File: src/rtl/async_load_pkg.sv
// Shared types and helpers for the async-load sequencer.
// State encoding and counter sizing live here.
package async_load_pkg;

  typedef enum logic [1:0] {
    IDLE,
    SETUP,
    LOAD,
    HOLD
  } state_t;

  // Width of the shared phase counter
  function automatic int cnt_width(int pulse, int hold);
    int m;
    m = (pulse > hold) ? pulse : hold;
    return (m < 1) ? 1 : $clog2(m + 1);
  endfunction

endpackage

File: src/rtl/async_load_ctrl.sv
// Sequencer for the async-load pins of a flip-flop bank.
// Stages a load value and emits a registered load pulse with setup/hold.
module async_load_ctrl
  import async_load_pkg::*;
#(
  parameter int               WIDTH     = 8,
  parameter logic [WIDTH-1:0] RESET_VAL = '0,
  parameter int               PULSE     = 2,
  parameter int               HOLD      = 1
) (
  input  logic             clk,
  input  logic             arst,
  input  logic             cfg_valid,
  output logic             cfg_ready,
  input  logic [WIDTH-1:0] cfg_data,
  input  logic             load_req,
  output logic [WIDTH-1:0] lval,
  output logic             load,
  output logic             busy,
  output logic             done
);

  localparam int CW = cnt_width(PULSE, HOLD);
  localparam logic [CW-1:0] P_LAST = CW'(PULSE - 1);
  localparam logic [CW-1:0] H_LAST =
    CW'((HOLD > 0) ? HOLD - 1 : 0);

  state_t           state_q, state_d;
  logic [CW-1:0]    cnt_q, cnt_d;
  logic [WIDTH-1:0] lval_q, lval_d;
  logic             load_q, load_d;
  logic             busy_q, busy_d;
  logic             done_q, done_d;
  logic             rdy_q, rdy_d;

  // Next state, counter, staged value and look-ahead outputs
  always_comb begin
    state_d = state_q;
    cnt_d   = cnt_q;
    lval_d  = lval_q;
    unique case (state_q)
      IDLE: begin
        cnt_d = '0;
        if (cfg_valid) begin
          lval_d  = cfg_data;
          state_d = SETUP;
        end else if (load_req) begin
          state_d = SETUP;
        end
      end
      SETUP: begin
        cnt_d   = '0;
        state_d = LOAD;
      end
      LOAD: begin
        if (cnt_q == P_LAST) begin
          cnt_d   = '0;
          state_d = (HOLD == 0) ? IDLE
                                : async_load_pkg::HOLD;
        end else begin
          cnt_d = cnt_q + CW'(1);
        end
      end
      async_load_pkg::HOLD: begin
        if (cnt_q == H_LAST) begin
          cnt_d   = '0;
          state_d = IDLE;
        end else begin
          cnt_d = cnt_q + CW'(1);
        end
      end
      default: begin
        cnt_d   = '0;
        state_d = IDLE;
      end
    endcase

    load_d = (state_d == LOAD);
    busy_d = (state_d != IDLE);
    rdy_d  = (state_d == IDLE);
    done_d =
      ((HOLD == 0) && (state_d == LOAD)
        && (cnt_d == P_LAST)) ||
      ((HOLD > 0) && (state_d == async_load_pkg::HOLD)
        && (cnt_d == H_LAST));
  end

  // State and output registers; reset forces a load of RESET_VAL
  always_ff @(posedge clk or posedge arst) begin
    if (arst) begin
      state_q <= LOAD;
      cnt_q   <= '0;
      lval_q  <= RESET_VAL;
      load_q  <= 1'b1;
      busy_q  <= 1'b1;
      done_q  <= 1'b0;
      rdy_q   <= 1'b0;
    end else begin
      state_q <= state_d;
      cnt_q   <= cnt_d;
      lval_q  <= lval_d;
      load_q  <= load_d;
      busy_q  <= busy_d;
      done_q  <= done_d;
      rdy_q   <= rdy_d;
    end
  end

  assign lval      = lval_q;
  assign load      = load_q;
  assign busy      = busy_q;
  assign done      = done_q;
  assign cfg_ready = rdy_q;

endmodule

File: config.mk
export PLATFORM = sky130hd
export DESIGN_NAME = async_load_ctrl
export DESIGN_NICKNAME = d
export VERILOG_FILES = /design/src/rtl/async_load_pkg.sv /design/src/rtl/async_load_ctrl.sv
export SDC_FILE = /design/constraint.sdc
export NUM_CORES = 1
export LEC_CHECK = 0
export ABC_AREA = 1
export CORE_MARGIN = 4
export CORE_UTILIZATION = 44
export DETAILED_ROUTE_END_ITERATION = 7
export PLACE_DENSITY_LB_ADDON = 0.05
export SKIP_LAST_GASP = 1
export SLEW_MARGIN = 10
export SYNTH_ARGS = -nofsm -noshare
export SYNTH_HDL_FRONTEND = slang
export SYNTH_SLANG_ARGS = --single-unit
File: constraint.sdc
create_clock -name clk -period 1.3 [get_ports clk]
set_clock_uncertainty 0.05 [all_clocks]
set_input_delay 0.13 -clock clk [delete_from_list [all_inputs] [get_ports clk]]
set_output_delay 0.13 -clock clk [all_outputs]
set_load 0.02 [all_outputs]
### Yosys cells after proc, flatten, opt, wreduce, memory -nomap -nowiden

Cells that the tools add are included.

| operators by class | value |
|---|---|
| add/subtract/negate cells | 1 |
| eq/ne operators | 6 |
| mux-type cells | 8 |
| reductions and logical operators | 8 |

Operators with widths:

| kind | number |
|---|---|
| $mux 2 | 6 |
| $eq 2x2->1 const B | 4 |
| $logic_not 2->1 | 4 |
| $pmux 2 s4 | 1 |
| $pmux 2 s3 | 1 |
| $eq 2x1->1 const B | 2 |
| $add 2x1->2 const B | 1 |
| $reduce_and 2->1 | 1 |
| $reduce_bool 2->1 | 1 |
| $reduce_or 2->1 | 1 |
| $logic_and 1x1->1 | 1 |

| word-level totals | value |
|---|---|
| register bits after elaboration | 16 |
| logic and storage cells | 30 |

### Depth between registers and ports, before layout

Gate-level depths: netlist (run 1).

| depth | value |
|---|---|
| word-level depth | 5 |
| mapped depth | 7 |
| mapped depth without buffers | 7 |

### Worst setup path before layout (run 1)

OpenSTA, ideal clock, no wires.

| timing | value |
|---|---|
| path type | reg-to-reg |
| start | register cnt_q[0] |
| end | register done_q, in the netlist done |
| library setup time | 0.071 ns |
| data arrival time | 1.006 ns |
| slack | 0.173 ns |
| path buffers | 0 |
| cell stages (with the launch flop) | 8 |
| cells stage by stage | dfrtp_1 inv_1 ha_1 inv_1 nand3_1 nand2_1 inv_1 nor2_1 |

| between the ends | value |
|---|---|
| longest elaborated chain between the ends | 5 |
| elaborated cells on any way between the ends | 12 |
| classes of those cells | add/sub: 1; eq/ne: 2; mux: 6; reduce/logical: 3 |

Ends and longest elaborated chain:

| what | RTL line | RTL |
|---|---|---|
| start, declared | async_load_ctrl.sv:29 | `logic [CW-1:0] cnt_q, cnt_d;` |
| start signal, assigned | async_load_ctrl.sv:100 | `cnt_q <= cnt_d;` |
| $add 2x1->2 (tied with other cells) | async_load_ctrl.sv:61, async_load_ctrl.sv:69 |  |
| $mux 2 (on tied branches) | async_load_ctrl.sv:65, async_load_ctrl.sv:56 |  |
| $pmux 2 s3 or $pmux 2 s4 (tied branches) | async_load_ctrl.sv:41 | `unique case (state_q)` |
| $logic_not 2->1 or $eq 2x2->1 (tied branches) | async_load_ctrl.sv:85, async_load_ctrl.sv:84 |  |
| $logic_and 1x1->1 * | async_load_ctrl.sv:85 | `&& (cnt_d == H_LAST));` |
| via done_d | async_load_ctrl.sv:33 | `logic done_q, done_d;` |
| end signal, assigned | async_load_ctrl.sv:104 | `done_q <= done_d;` |
| end, declared | async_load_ctrl.sv:33 |  |

Mark *: on every way through the listed nets, which the timed path passes. The rest lies on a longest branch.
A chain may end at the register's enable or synchronous reset.

### Final worst setup path (run 1)

| timing | value |
|---|---|
| start | register busy_q, in the netlist busy |
| end | output busy |

RTL lines:

| what | RTL line | RTL |
|---|---|---|
| start, declared | async_load_ctrl.sv:32 | `logic busy_q, busy_d;` |
| start signal, assigned | async_load_ctrl.sv:103 | `busy_q <= busy_d;` |
| end, declared | async_load_ctrl.sv:19 | `output logic busy,` |

No word-level cell between the ends.

==> results list, run 1 <==
* Power density relative to cell area: roughly 2300 mW/mm^2
- Net count after synthesis: 93
- Summing every instance area after synthesis gives approximately 740 um^2.
- Post-CTS Setup Inserts: 0
- Global routing used 13.3% of the available tracks.
* CP Data Arrival Time: 1.06 ns
- The number of antenna violations at the first check in global routing is 0.
- Setup violations remaining at the end of the flow were counted as 0.
- Number of storage elements in the synthesis netlist: 16
- Vias in the first global route: approximately 600
- DRC violations left: 0
- Registers take 404 um^2.
- Number of inserted filler cells in the final layout: between 100 and 150
- Pin slew with the least headroom to its limit: 0.280 ns
* Total number of vias: ~600
- Wire length of the first global-routing pass: 2510 um
* Fin. Hold Viols: 0
- Cell accounting for the most synthesized area: sky130_fd_sc_hd__dfrtp_1
- 0 antenna diodes ended up in the layout.
* Final core utilization: approximately 67%
* CTS tree: built
- CTS built an H-tree with a depth of 1.
* Maximum resistive drop on vdd: 1.12 mV
- Counting I/O delays and the setup requirement, the final critical path takes around 1.2 ns.
* Synthesis-to-finish area growth: 40.0%
* Routed wire length per instance: 11.7 um
* Max Clk Rate: 804 MHz
- For this run, the number of Yosys warnings is 0.
- Cell family with the largest share of critical-path delay: flip-flops
- P_leak: 0.554 nW
- The worst setup path is of the reg2out kind.
- TritonCTS Buffers: 3
- Count of mapped cells out of synthesis: 77
- STA classifies the critical path endpoint as an output port.
* Share of Yosys cell area claimed by the top area cell type: 43.8%
- In the layout the commonest cells are sky130_fd_sc_hd__nand2_1 (21), sky130_fd_sc_hd__dfrtp_1 (13), sky130_fd_sc_hd__nand3_1 (12).
- Summing all multi-input logic gate instances after layout gives 293 um^2.
- Aggregate global routing overflow: 0
* CTS Sinks: 16
* Tightest hold margin: 0.0945 ns
* Final non-filler cell total: 123
* Min-Delay Path Class: in2async
- Placement row count: 14
- Among all flip-flop cells after synthesis, the most frequent one is sky130_fd_sc_hd__dfrtp_1.
- Routability-driven placement finished with a final weighted congestion of 0.705.
- Number of input and output port buffers inserted: 23
- Data required time at the worst endpoint: approximately 1.1 ns
* Effective utilization at floorplan: 48.1%
- For this run, the register share of the synthesized area comes to 54.5%.
- Die span in x: 49.1 um
* Number of maximum-capacitance constraint violations: 0
- Clock-pin slew on the worst setup and hold paths: around 0.10 ns
- After synthesis, the netlist uses 15 different library cells.
- 24 I/O pins were placed.
* Synth async-reset ratio: 100%
- Pre-antenna DRT Iters: 3
- In the post-synthesis netlist, the biggest area contributors are sky130_fd_sc_hd__dfrtp_1 (44%), sky130_fd_sc_hd__dfstp_2 (11%), sky130_fd_sc_hd__nand2_1 (11%).
- Yosys mapped a number of flops with a built-in enable equal to 0.
* Chain of cells forming the critical path: clkdlybuf4s15_2
* Number of cells in the design after placement: between 100 and 150
* Fraction of layout instances using a drive strength above 1: 23.4%
* Startpoint class of the critical path: register
- Die boundary height: about 49 um
- The floorplan step defined a core boundary enclosing between 0.0015 and 0.002 mm^2.
- Worst slew slack as a fraction of its limit: 81.3%
* Die area: 0.00241 mm^2
- Pin count of the biggest net entering global routing: 17
- Nets: 124
- Setup repair after global routing could not meet its margin everywhere.
- Max-slew violation count: 0
- Of all nets on the critical path, the largest fanout is 1.
- In this run, post-CTS repair resized a total of 14 instances.
- The largest individual stage delay along the critical path comes from the cell sky130_fd_sc_hd__dfstp_2.
- Largest stage delay on the critical path: 0.53 ns
* Worst skew pair latency: 0.29 ns
- The wire-length estimate of the detail-placed layout is 1090 um.
* Via-per-instance ratio: roughly 4.8
- Number of DRC markers in iteration 0: 10
- Syn avg cell area: 9.64 um^2
- CTS placed an instance of sky130_fd_sc_hd__clkbuf_4 at the clock tree root.
- The clock passes through at most 2 buffers.
* Routed wire length: 1440 um
- The run finished with clean final reports.
- Leaving out fill and tap cells, the most frequent cell in the layout is sky130_fd_sc_hd__nand2_1.
- Counting both buffers and inverters, the worst setup path holds a total of 1.
* Total of hold buffers inserted after clock tree synthesis: 0
* Final cycle utilization of the critical path: between 90% and 100%
- The detail route stage leaves a number of antenna-violating nets equal to 0.
metal layers:
layer	routed length, um	track usage (%)
met1	607	14.9
met2	723	22.7
met5	0	0
met3	81	3.36
met4	23	6.73
sequential cells by signal (all words and copies together), names as in the netlist:
register	cells
cnt_q	2
cfg_ready	1
state_q	2
load	1
busy	1
done	1
lval	8
where the power goes:
part	switching (W)	internal [W]
clock	0.000164	0.000171
sequential	0.000126	0.000757
combinational	0.000728	0.000483
cell families after synthesis:
group,after synthesis,share of synthesized area (%)
buf+inv,11,6.74
fa+ha+maj,4,6.75
simple gates,44,28.7
flops,16,54.5
compound gates,2,3.37
cell type report:
type | count | share of cell area (%)
tap | 16 | 1.93
timing repair buffer | 28 | 24.2
sequential | 16 | 38.9
multi-input combinational | 50 | 28.2
inverter | 9 | 3.25
clock buffer | 4 | 3.49
metrics by stage:
step / power (W) / area [um^2] / worst slack, ns / TNS, ns
global route: 0.00264 / 1040 / -0.0247 / -0.0318
floorplan: 0.00170 / 742 / 0.173 / 0
CTS: 0.00245 / 1040 / -0.0423 / -0.0423
detailed placement: 0.00223 / 1010 / 0.0232 / 0
finish: 0.00243 / 1040 / 0.0563 / 0
global placement: 0.00220 / 1010 / 0.0363 / 0
synthesized netlist by cell type, types with 2 or more instances:
master                    number
sky130_fd_sc_hd__dfstp_2       3
sky130_fd_sc_hd__nor2_1        2
sky130_fd_sc_hd__ha_1          4
sky130_fd_sc_hd__nor2_2        4
sky130_fd_sc_hd__nand2_2       2
sky130_fd_sc_hd__nand3_1      13
sky130_fd_sc_hd__inv_1         9
sky130_fd_sc_hd__nand2_1      21
sky130_fd_sc_hd__dfrtp_1      13
final timing paths:
path | to | start | cells past startpoint | slack [ns]
worst max-delay path | busy | busy$_DFF_PP1_ | 1 | 0.06
worst min-delay path | lval[1]$_DFFE_PP0P_ | arst | 3 | 0.09
worst max register to register | done$_DFF_PP0_ | state_q[1]$_DFF_PP1_ | 6 | 0.09
worst min register to register | lval[1]$_DFFE_PP0P_ | lval[1]$_DFFE_PP0P_ | 2 | 0.42
max in group asynchronous | state_q[1]$_DFF_PP1_ | arst | 3 | 0.86
min in group clk | lval[2]$_DFFE_PP0P_ | cfg_data[2] | 3 | 0.34
(Power assumes the default switching activity.)
==> inputs of run 2 (changes only) <==
PLACE_DENSITY = 0.77   (was default)
PLACE_DENSITY_LB_ADDON = default   (was 0.05)
==> results list, run 2 (synthesized netlist as in run 1, its figures left out) <==
* Run status: complete, no violations (unchanged)
* Number of nets still failing antenna checks after routing: 0 (unchanged)
- The largest voltage drop on the vdd net came to 1.26 mV (was 1.12 mV).
- Max-slew violation count: 0 (unchanged)
- The capture point of the critical path is cfg_ready$_DFF_PP0_ (was busy).
- The count of port buffers added during placement came to 23 (unchanged).
- The clock tree root driver cell is sky130_fd_sc_hd__clkbuf_4 (unchanged).
* Crit path max fanout: 3 (was 1)
- Pin count of the biggest net entering global routing: 10 (was 17)
* Min-Delay Path Class: in2async (unchanged)
- Data required time at the worst endpoint: 1.47 ns (was 1.12 ns)
- Number of cells on the worst reg-to-reg path: 6 (unchanged)
- Routed wire length per instance: 12.1 um (was 11.7 um)
* Multi-input combinational cell area: 293 um^2 (unchanged)
- The area occupied by registers was 404 um^2 (unchanged).
- CTS H-tree lvls: 1 (unchanged)
- Max FFs per register: 8 (unchanged)
- Die area: 0.00241 mm^2 (unchanged)
- Via-per-instance ratio: 4.85 (was 4.83)
* DRC violations left: 0 (unchanged)
- Final non-filler cell total: 125 (was 123)
* Aggregate global routing overflow: 0 (unchanged)
- The number of hold violations in the final report was 0 (unchanged).
- CTS Sinks: 16 (unchanged)
* Vias in the first global route: 606 (was 598)
- The commonest non-fill, non-tap cell in the layout is sky130_fd_sc_hd__nand2_1 (unchanged).
- The endpoint of the most critical register-to-register path was cfg_ready$_DFF_PP0_ (was done$_DFF_PP0_).
- CP Data Arrival Time: 1.40 ns (was 1.06 ns)
- Number of inserted filler cells in the final layout: 134 (was 137)
* Startpoint class of the critical path: register (unchanged)
- Element type at the critical path end: register (was output port)
- The number of buffers on the longest clock path is 2 (unchanged).
- Shortest clock period the worst path allows after layout: 1.23 ns (was 1.24 ns)
- Worst setup path startpoint: cnt_q[0]$_DFF_PP0_ (was busy$_DFF_PP1_)
* Die boundary height: 49.1 um (unchanged)
* Fraction of power consumed by sequential logic: 36.1% (was 36.4%)
* Placement row count: 14 (unchanged)
- The synthesis-to-finish area growth was 41.1% (was 40.0%).
* Floorplan Core Area: 0.00154 mm^2 (unchanged)
* Power share of the clock group: 13.1% (was 13.8%)
* Count of boundary I/O pins: 24 (unchanged)
- P_int: 0.00142 W (was 0.00141 W)
- The via count came to 606 (was 594).
- Routed wire length: 1510 um (was 1440 um)
* Internal reg-to-reg setup slack: 0.07 ns (was 0.09 ns)
* DP Wirelength: 1170 um (was 1090 um)
* Worst slew slack as a fraction of its limit: 79.1% (was 81.3%)
- The max-cap check violation count is 0 (unchanged).
- Max Clk Rate: 813 MHz (was 804 MHz)
* Number of cells in the design after placement: 119 (unchanged)
- The total number of nets in the final design is 126 (was 124).
- The number of DRC markers in iteration 0 came to 7 (was 10).
- Net switching share of the total power: 41.7% (was 41.9%)
- Fraction of layout instances using a drive strength above 1: 23.9% (was 23.4%)
- The initial core utilization came to 48.1% (unchanged).
- P_leak: 0.563 nW (was 0.554 nW)
- The startpoint of the lowest-slack register-to-register path is cnt_q[0]$_DFF_PP0_ (was state_q[1]$_DFF_PP1_).
- TritonCTS Buffers: 3 (unchanged)
- Leading cell types in the layout, fill and taps excluded: sky130_fd_sc_hd__nand2_1 (21), sky130_fd_sc_hd__dfrtp_1 (13), sky130_fd_sc_hd__nand3_1 (12) (unchanged).
* Clock-pin slew on the worst setup and hold paths: 0.09 ns (was 0.10 ns)
- Switching power of the nets: 0.00102 W (about the same)
* Wire length of the first global-routing pass: 2590 um (was 2510 um)
- The clock tree from TritonCTS is built (unchanged).
* Antenna violations before repair: 0 (unchanged)
- Part of the power in combinational logic: 50.8% (was 49.9%)
- Worst skew pair latency: 0.28 ns (was 0.29 ns)
- The count of antenna diodes in the layout is 0 (unchanged).
* Final weighted congestion of routability-driven global placement: 0.785 (was 0.705)
- The start-to-end type of the worst setup path is reg2reg (was reg2out).
* Final setup violating endpoints: 0 (unchanged)
- Global-route total usage across every layer: 13.4% (was 13.3%)
- Die span in x: 49.1 um (unchanged)
* Final cycle utilization of the critical path: 94.7% (was 95.7%)
- The power after layout came to 0.00243 W (about the same).
- The detailed-routing iteration count for the pre-antenna-repair pass was 4 (was 3).
* Pin slew with the least headroom to its limit: 0.313 ns (was 0.280 ns)
* Power density relative to cell area: 2320 mW/mm^2 (was 2340 mW/mm^2)
## run 2: changes by cell type in the layout (fill, tap and decap cells not counted), sizes merged
cell | previous run | this run
buf | 5 | 7
clkbuf | 5 | 6
clkdlybuf4s15 | 1 | 0
## run 2: worst min path at each step
| stage | from | to | slack, ns | depth (start not counted) |
|---|---|---|---|---|
| 2_1_floorplan | arst | cfg_ready$_DFF_PP0_ | -0.008 | 1 |
| 3_3_place_gp | arst | lval[0]$_DFFE_PP0P_ | 0.36 | 2 |
| 3_5_place_dp | arst | lval[0]$_DFFE_PP0P_ | 0.36 | 2 |
| 4_1_cts | arst | lval[0]$_DFFE_PP0P_ | 0.05 | 2 |
| 5_1_grt | arst | lval[0]$_DFFE_PP0P_ | 0.06 | 2 |
| 6_report | arst | lval[0]$_DFFE_PP0P_ | 0.05 | 2 |
## run 2: final cells by class
type                            count  share of cell area, %
Clock buffer                        4                   3.46
Inverter                            9                   3.23
Multi-Input combinational cell     50                   28.0
Sequential cell                    16                   38.6
Tap cell                           16                   1.91
Timing Repair Buffer               30                   24.9
## run 2: timing repair
action                                  CTS  global route
endpoints found under the setup margin   12             5
buffers inserted                          0             2
hold endpoints to repair                  0             0
hold buffers                              0             0
pin swaps                                 0             1
resized for setup                        13             4
## run 2: metal layers
layer	GRT usage [%]	wire [um]	up-vias
li1	-	-	303
met2	21.7	751	19
met3	4.89	132	0
met5	0	0	-
met1	16.4	628	284
met4	4.04	0	0
## run 2: power by group through the flow
| stage | Combinational (W) | Clock, W | Sequential (W) |
|---|---|---|---|
| final | 0.00124 | 0.000318 | 0.000880 |
| after global routing | 0.00138 | 0.000359 | 0.000903 |
| after CTS | 0.00122 | 0.000330 | 0.000879 |
| after detailed placement | 0.00133 | 0 | 0.000892 |
| after global placement | 0.00129 | 0 | 0.000883 |
| after floorplan | 0.000585 | 0 | 0.00111 |
## run 2: per-stage QoR
stage                     setup WS [ns]  utilization, %  instance area, um^2   TNS, ns  hold slack, ns
after detailed placement         0.0177            65.7                 1010         0           0.361
after global routing           -0.00531            67.9                 1050  -0.00531          0.0597
final                            0.0693            67.9                 1050         0          0.0514
after CTS                       -0.0328            67.2                 1040   -0.0328          0.0535
after global placement           0.0359            65.7                 1010         0           0.359
after floorplan                   0.173               -                  742         0        -0.00841
## run 2: critical path: stages (launching register included)
cell and delay, ns:
sky130_fd_sc_hd__dfrtp_1 0.41, sky130_fd_sc_hd__inv_1 0.12, sky130_fd_sc_hd__ha_1 0.16, sky130_fd_sc_hd__inv_1 0.07, sky130_fd_sc_hd__o21ai_2 0.18, sky130_fd_sc_hd__inv_1 0.09, sky130_fd_sc_hd__nor2_2 0.10
==> inputs of run 3 (changes only) <==
ABC_CLOCK_PERIOD_IN_PS = 1300   (was default)
SKIP_LAST_GASP = default   (was 1)
==> results list, run 3 (synthesized netlist as in run 1, its figures left out) <==
- The total number of nets in the final design is 125 (was 126).
- Root Driver: sky130_fd_sc_hd__clkbuf_4 (unchanged)
* Clock-pin slew on the worst setup and hold paths: 0.09 ns (about the same)
* Number of DRC markers in iteration 0: 13 (was 7)
- The count of antenna diodes in the layout came to 0 (unchanged).
* Die span in x: 49.1 um (unchanged)
* Multi-input combinational cell area: 293 um^2 (unchanged)
- The detailed-routing iteration count for the pre-antenna-repair pass is 4 (unchanged).
- The number of flip-flops in the largest register is 8 (unchanged).
* CTS H-tree lvls: 1 (unchanged)
* Min-Delay Path Class: in2async (unchanged)
* CTS Sinks: 16 (unchanged)
- The total buffers and inverters traversed by the critical path came to 1 (was 3).
* DRC violations left: 0 (unchanged)
- The endpoint required time on the critical path was 1.12 ns (was 1.47 ns).
- Run status: complete, no violations (unchanged)
- Launching point of the worst reg2reg path: cnt_q[0]$_DFF_PP0_ (unchanged)
* Pin slew with the least headroom to its limit: 0.315 ns (was 0.313 ns)
* Seq. cell area: 404 um^2 (unchanged)
- The max-cap check violation count is 0 (unchanged).
* Routed wire length per instance: 11.8 um (was 12.1 um)
* Final setup violating endpoints: 0 (unchanged)
* Internal reg-to-reg setup slack: 0.07 ns (about the same)
* Placement row count: 14 (unchanged)
* Count of boundary I/O pins: 24 (unchanged)
- Worst skew pair latency: 0.28 ns (about the same)
- Die area: 0.00241 mm^2 (unchanged)
- The synthesis-to-finish area growth is 41.0% (was 41.1%).
- FF-to-FF End: cfg_ready$_DFF_PP0_ (unchanged)
* Number of nets still failing antenna checks after routing: 0 (unchanged)
- TritonCTS Buffers: 3 (unchanged)
* Die boundary height: 49.1 um (unchanged)
- The count of cells along the worst register-to-register path came to 6 (unchanged).
- Number of cells in the design after placement: 119 (unchanged)
* Final cycle utilization of the critical path: 95.5% (was 94.7%)
- The number of hold violations in the final report was 0 (unchanged).
* Crit path max fanout: 1 (was 3)
* Shortest clock period the worst path allows after layout: 1.24 ns (was 1.23 ns)
* Buffer depth of the longest clock path: 2 (unchanged)
- Number of input and output port buffers inserted: 23 (unchanged)
* Pin count of the biggest net entering global routing: 10 (unchanged)
* Cell family with the largest share of critical-path delay: flip-flops (unchanged)
* Final non-filler cell total: 124 (was 125)
* Wire length of the first global-routing pass: 2590 um (unchanged)
- Effective utilization at floorplan: 48.1% (unchanged)
- Global-route total usage across every layer: 13.4% (unchanged)
* Chain of cells forming the critical path: clkdlybuf4s15_2 (was inv_1, ha_1, inv_1, o21ai_2, inv_1, nor2_2)
* Vias in the first global route: 606 (unchanged)
- The number of hold buffers added after CTS came to 0 (unchanged).
- The largest voltage drop on the vdd net is 1.27 mV (was 1.26 mV).
- Worst slew slack as a fraction of its limit: 79.0% (was 79.1%)
- The vias per cell was 4.90 (was 4.85).
- Leading cell types in the layout, fill and taps excluded: sky130_fd_sc_hd__nand2_1 (21), sky130_fd_sc_hd__dfrtp_1 (13), sky130_fd_sc_hd__nand3_1 (12) (unchanged)
- The commonest non-fill, non-tap cell in the layout was sky130_fd_sc_hd__nand2_1 (unchanged).
- The share of the core filled with cells is 67.9% (about the same).
- Max Clk Rate: 805 MHz (was 813 MHz)
* Fraction of layout instances using a drive strength above 1: 23.1% (was 23.9%)
- Total number of vias: 608 (was 606)
* Unrepaired setup endpoints after global routing: true
- The core region area came to 0.00154 mm^2 (unchanged).
- The number of antenna violations at the first check in global routing is 0 (unchanged).
- CTS tree: built (unchanged)
* Max-slew violation count: 0 (unchanged)
- Startpoint class of the critical path: register (unchanged)
- The arrival time at the worst endpoint was 1.06 ns (was 1.40 ns).
- The global placement routability congestion is 0.785 (unchanged).
- DP Wirelength: 1170 um (unchanged)
* Largest stage delay on the critical path: 0.53 ns (was 0.41 ns)
- Number of inserted filler cells in the final layout: 134 (unchanged)
- The total congestion overflow after global routing was 0 (unchanged).
* Element type at the critical path end: output port (was register)
- The total power per unit cell area was 2310 mW/mm^2 (was 2320 mW/mm^2).
- Critical path's slowest cell: sky130_fd_sc_hd__dfstp_2 (was sky130_fd_sc_hd__dfrtp_1)
* P_leak: 0.560 nW (was 0.563 nW)
- Worst setup path startpoint: busy$_DFF_PP1_ (was cnt_q[0]$_DFF_PP0_)
- The total detailed-routing wirelength was 1460 um (was 1510 um).
- Critical setup path kind: reg2out (was reg2reg)
-- run 3: cell count changes in the layout (fill, tap and decap cells not counted), sizes merged --
cell,delta
buf,-1
clkbuf,-1
clkdlybuf4s15,+1
-- run 3: worst max-delay path by stage --
stage,to,slack (ns),depth (start not counted)
floorplan,done$_DFF_PP0_,0.17,7
global placement,load,0.04,1
detailed placement,busy,0.02,1
CTS,load,0.01,1
global route,done$_DFF_PP0_,-0.02,6
finish,busy,0.06,1
-- run 3: final cells by class --
cell class                 instances  area share (%)
tap                               16            1.91
inverter                           9            3.23
sequential                        16            38.6
timing repair buffer              29            24.8
multi-input combinational         50            28.0
clock buffer                       4            3.47
-- run 3: per-stage QoR --
stage                     hold WS (ns)  power [W]  setup slack (ns)  cell area, um^2  setup TNS (ns)
after global routing            0.0597    0.00262           -0.0157             1050         -0.0157
after CTS                       0.0535    0.00243            0.0107             1040               0
final                           0.0518    0.00242            0.0585             1050               0
after floorplan               -0.00841    0.00170             0.173              742               0
after detailed placement         0.361    0.00222            0.0177             1010               0
after global placement           0.359    0.00217            0.0359             1010               0
-- run 3: where the power goes --
group          total, W  switching (W)  internal [W]
clock          0.000319       0.000149      0.000170
sequential     0.000880       0.000124      0.000756
combinational   0.00122       0.000734      0.000483
-- run 3: metal layers --
| layer | vias to the layer above | part of all wire [%] | track usage [%] | wire (um) |
|---|---|---|---|---|
| met4 | 0 | 0 | 4.04 | 0 |
| met2 | 19 | 49 | 21.7 | 718 |
| li1 | 301 | - | - | - |
| met5 | - | 0 | 0 | 0 |
| met3 | 0 | 8.8 | 4.89 | 128 |
| met1 | 288 | 42 | 16.4 | 611 |
-- run 3: what timing repair did --
action,4_1_cts,5_1_grt
resized for setup,15,2
setup endpoints to repair,12,4
cloned,0,0
setup buffers,0,1
pin swaps,0,1
